[config.mk]
export PLATFORM = sky130hd
export DESIGN_NAME = mem_arbiter
export DESIGN_NICKNAME = d
export VERILOG_FILES = /design/src/rtl/mem_arbiter.sv
export SDC_FILE = /design/constraint.sdc
export NUM_CORES = 1
export LEC_CHECK = 0
export BUFFER_PORTS_ARGS = -buffer_cell sky130_fd_sc_hd__buf_2
export CAP_MARGIN = 20
export CORE_UTILIZATION = 27
export CTS_BUF_LIST = sky130_fd_sc_hd__clkbuf_8 sky130_fd_sc_hd__clkbuf_16
export CTS_CLUSTER_SIZE = 12
export DETAILED_ROUTE_END_ITERATION = 10
export PLACE_DENSITY = 0.63
export SYNTH_ARGS = -nofsm -noshare
export SYNTH_HDL_FRONTEND = slang
export SYNTH_SLANG_ARGS = --single-unit
[constraint.sdc]
create_clock -name clk -period 1.8 [get_ports clk]
set_input_delay 0.27 -clock clk [delete_from_list [all_inputs] [get_ports clk]]
set_output_delay 0.27 -clock clk [all_outputs]
set_load 0.005 [all_outputs]
[src/rtl/mem_arbiter.sv]
// rtl/mem_arbiter.sv - serialises IF fetches and MEM load/stores onto the single RAM port
module mem_arbiter #(
    parameter int ADDR_W     = 18,
    parameter int DATA_W     = 16,
    parameter int ACC_CYCLES = 1
) (
    input  logic              clk,
    input  logic              rst,
    input  logic              if_req_in,
    input  logic [ADDR_W-1:0] if_addr_in,
    output logic [DATA_W-1:0] if_data_out,
    output logic              if_valid_out,
    input  logic              mem_req_in,
    input  logic              mem_we_in,
    input  logic [ADDR_W-1:0] mem_addr_in,
    input  logic [DATA_W-1:0] mem_wdata_in,
    output logic [DATA_W-1:0] mem_rdata_out,
    output logic              mem_done_out,
    output logic              stall_req_out,
    output logic              ram_enable_out,
    output logic              ram_rw_out,
    output logic [ADDR_W-1:0] ram_addr_out,
    output logic [DATA_W-1:0] ram_wdata_out,
    input  logic [DATA_W-1:0] ram_rdata_in
);

    localparam int CNT_W = $clog2(ACC_CYCLES) + 1;
    localparam logic [CNT_W-1:0] LAST_CNT = CNT_W'(ACC_CYCLES - 1);

    typedef enum logic [1:0] {
        IDLE,
        ACCESS,
        TURN
    } state_t;

    state_t           state;
    logic             owner;
    logic [CNT_W-1:0] cnt;
    logic             mem_eligible;
    logic             if_eligible;

    // The requester's done/valid pulse marks a cycle where its still-high request is stale.
    assign mem_eligible  = mem_req_in & ~mem_done_out;
    assign if_eligible   = if_req_in & ~if_valid_out;
    assign stall_req_out = rst & (mem_eligible | if_eligible);

    // The ram_* outputs double as the latched request registers for the access in flight.
    always_ff @(posedge clk or negedge rst) begin
        if (!rst) begin
            state          <= IDLE;
            owner          <= 1'b0;
            cnt            <= '0;
            if_data_out    <= '0;
            if_valid_out   <= 1'b0;
            mem_rdata_out  <= '0;
            mem_done_out   <= 1'b0;
            ram_enable_out <= 1'b0;
            ram_rw_out     <= 1'b0;
            ram_addr_out   <= '0;
            ram_wdata_out  <= '0;
        end else begin
            if_valid_out <= 1'b0;
            mem_done_out <= 1'b0;
            case (state)
                IDLE: begin
                    if (mem_eligible) begin
                        owner          <= 1'b1;
                        ram_rw_out     <= mem_we_in;
                        ram_addr_out   <= mem_addr_in;
                        ram_wdata_out  <= mem_wdata_in;
                        cnt            <= '0;
                        ram_enable_out <= 1'b1;
                        state          <= ACCESS;
                    end else if (if_eligible) begin
                        owner          <= 1'b0;
                        ram_rw_out     <= 1'b0;
                        ram_addr_out   <= if_addr_in;
                        ram_wdata_out  <= mem_wdata_in;
                        cnt            <= '0;
                        ram_enable_out <= 1'b1;
                        state          <= ACCESS;
                    end
                end
                ACCESS: begin
                    cnt <= cnt + 1'b1;
                    if (cnt == LAST_CNT) begin
                        ram_enable_out <= 1'b0;
                        if (!ram_rw_out) begin
                            if (owner) mem_rdata_out <= ram_rdata_in;
                            else       if_data_out   <= ram_rdata_in;
                        end
                        if (owner) mem_done_out <= 1'b1;
                        else       if_valid_out <= 1'b1;
                        state <= ram_rw_out ? TURN : IDLE;
                    end
                end
                TURN: begin
                    state <= IDLE;
                end
                default: begin
                    state <= IDLE;
                end
            endcase
        end
    end

endmodule

==> impl_metrics.json <==
{
  "status": "completed",
  "initial_utilization_pct": 27.68,
  "syn-cell-area_um2": 3000,
  "fin_crit_ps": 1686,
  "worstPathArrival_ps": 1910,
  "grt_max_degree": 75,
  "dr.pass1.iters": 4,
  "place_ws_ps": 120.6,
  "fin_skew_ps": 12.08,
  "viasPerCell": 4.257,
  "dp_hpwl_mm": 4.548,
  "drtAntennaViolNets": 0,
  "grt_pass1_wl_mm": 10.03,
  "p_leak_uw": 0.002002,
  "yosys.area.top_type": "dfrtp_1",
  "yosys.cell_types.count": 21,
  "path_buf_inv": 1,
  "power_density_nw_per_um2": 1714,
  "antenna_found_initial": 0,
  "hold_slack_ps": 153.2,
  "p_total_uw": 7065,
  "areaGrowthSynthToFinish_pct": 37.36,
  "ys_warn_count": 0,
  "nets": 414,
  "synth-async-reset-ratio_pct": 100.0,
  "critPathSlowestCell": "or3b_4",
  "rows": 38,
  "rsz0062_at_grt": "false",
  "crit_family": "simple AND/OR/NAND/NOR gates",
  "cts_tree": "yes",
  "synth_top_cells_by_area": "dfrtp_1, mux2_2, buf_2",
  "post_cts_buffers": 0,
  "critPathCaptureType": "flop",
  "crit_path_start_kind": "flop",
  "drtIter0Drc": 44,
  "io_pins": 144,
  "vdd_ir_drop_max_mv": 0.6140,
  "vias": 2069,
  "first_global_vias": 2116,
  "hold_path.class": "in2reg",
  "synth_edf_count": 0,
  "fmax_ghz": 0.5931,
  "die_area_um2": 11540,
  "clk-insertion-delay-late_ps": 350,
  "h-tree-depth": 3,
  "synth_area_per_cell_um2": 15.96,
  "ys.flop_type": "dfrtp_1",
  "synth_common_cells": "mux2_2, dfrtp_1, buf_2, nand2_1",
  "synth-seq-cells": 74,
  "fin_tns_setup_ps": 0,
  "clock_sinks": 74,
  "grt-ovfl-total": 0,
  "dieWidth_um": 107.4,
  "synth_fp_nets": 261,
  "clk_pin_slew_ps": 80,
  "grt_usage_pct": 11.61,
  "drv_slew": 0,
  "ctsLongestPathBuffers": 2,
  "finalWirelength_mm": 6.303,
  "fin_crit_sh_pct": 93.67,
  "port-buffer-count": 143,
  "relSlewSlack_pct": 70.60,
  "drc": 0,
  "worst_path_largest_cell_delay_ps": 450,
  "tightest_slew_ps": 440.1,
  "cp_max_fo": 16,
  "ys_seq_area_share_pct": 61.72,
  "final_util_pct": 38.02,
  "finalWeightedCongestion": 0.6778,
  "fin_ws_ps": 113.9,
  "hold_violations": 0,
  "synth_most_common_cell": "mux2_2",
  "path_cells": "or3b_4, nor3_4, buf_12, mux2_2",
  "setup_violations": 0,
  "synth_top_cell_area_share_pct": 61.72,
  "cts-root-buf": "clkbuf_8",
  "insertedDiodeCount": 0,
  "numCtsBuffers": 9,
  "layout-drive-gt1-share_pct": 71.68,
  "synth_cells": 188,
  "path_class": "reg2reg",
  "chipHeight_um": 107.4,
  "wl_per_cell_um": 12.97,
  "cap_violations": 0,
  "coreArea_um2": 10840,
  "required_ps": 2020
}
[routing by layer]
layer	vias to the layer above	track usage [%]	part of all wire, %
met3	11	4.843	9.6
met5	-	0	0
met1	991	13.04	42
met4	0	5.577	1.9
li1	977	-	-
met2	90	19.03	47
[where the power goes]
part | internal [uW] | total, uW | switching (uW)
Clock | 616 | 1190 | 575
Combinational | 1790 | 2940 | 1140
Sequential | 2520 | 2940 | 416
[worst paths after layout]
kind / to / cells after the start / slack, ps / startpoint
max in group asynchronous: if_data_out[12]$_DFFE_PN0P_ / 3 / 980 / rst
max reg2reg: if_data_out[13]$_DFFE_PN0P_ / 4 / 110 / state[1]$_DFFE_PN0P_
max: if_data_out[13]$_DFFE_PN0P_ / 4 / 110 / state[1]$_DFFE_PN0P_
min in group asynchronous: ram_wdata_out[12]$_DFFE_PN0P_ / 3 / 490 / rst
min: ram_wdata_out[11]$_DFFE_PN0P_ / 2 / 150 / mem_wdata_in[11]
min reg2reg: ram_enable_out$_DFFE_PN0P_ / 2 / 480 / ram_enable_out$_DFFE_PN0P_
[timing repair]
action,4_1_cts,5_1_grt
hold buffers,1,0
endpoints found under the hold margin,74,0
resized for setup,0,2
endpoints found under the setup margin,0,1
[stage by stage]
stage          cell area, um2  std cells
6_report                 4121        486
5_1_grt                  4121        486
4_1_cts                  4118        486
3_5_place_dp             3929        469
3_3_place_gp             3929        469
2_1_floorplan            3000        188
[layout by cell type, fill, tap and decap left out]
cell / n
dfrtp_1: 74
nor3b_1: 1
dlygate4sd3_1: 1
nand2b_1: 2
buf_12: 3
nor2b_1: 1
and2_1: 2
o21ai_0: 1
a32o_1: 1
nand3b_2: 1
nor3_4: 1
a21boi_1: 1
a22o_1: 1
nor2_1: 2
a21boi_0: 1
or3b_4: 1
inv_1: 5
buf_6: 1
clkbuf_8: 9
buf_4: 3
buf_2: 142
mux2_2: 84
a211o_1: 1
nand3b_1: 1
bufinv_16: 1
nand2_1: 3
clkinv_2: 2
[area by class of cell]
class / count / area, um2
repair buffers: 150 / 814.5
fillers: 1039 / 6719
well taps: 140 / 175.2
inverters: 1 / 3.754
multi-input cells: 105 / 1097
clock buffers: 9 / 123.9
flip-flops and latches: 74 / 1852
clock inverters: 7 / 55.05
[logic make-up after synthesis]
family,after synthesis,synth area share (%)
AND/OR/NAND/NOR,15,3.462
AO/OA/AOI/OAI,6,1.584
buffers and inverters,9,1.709
multiplexers,84,31.53
flip-flops,74,61.72
[registers in the layout (all words and copies together) (netlist names), 2 cells and up]
name	cells
if_data_out	16
mem_rdata_out	16
ram_wdata_out	16
state	2
ram_addr_out	18
Power figures use the tool's default switching activity.
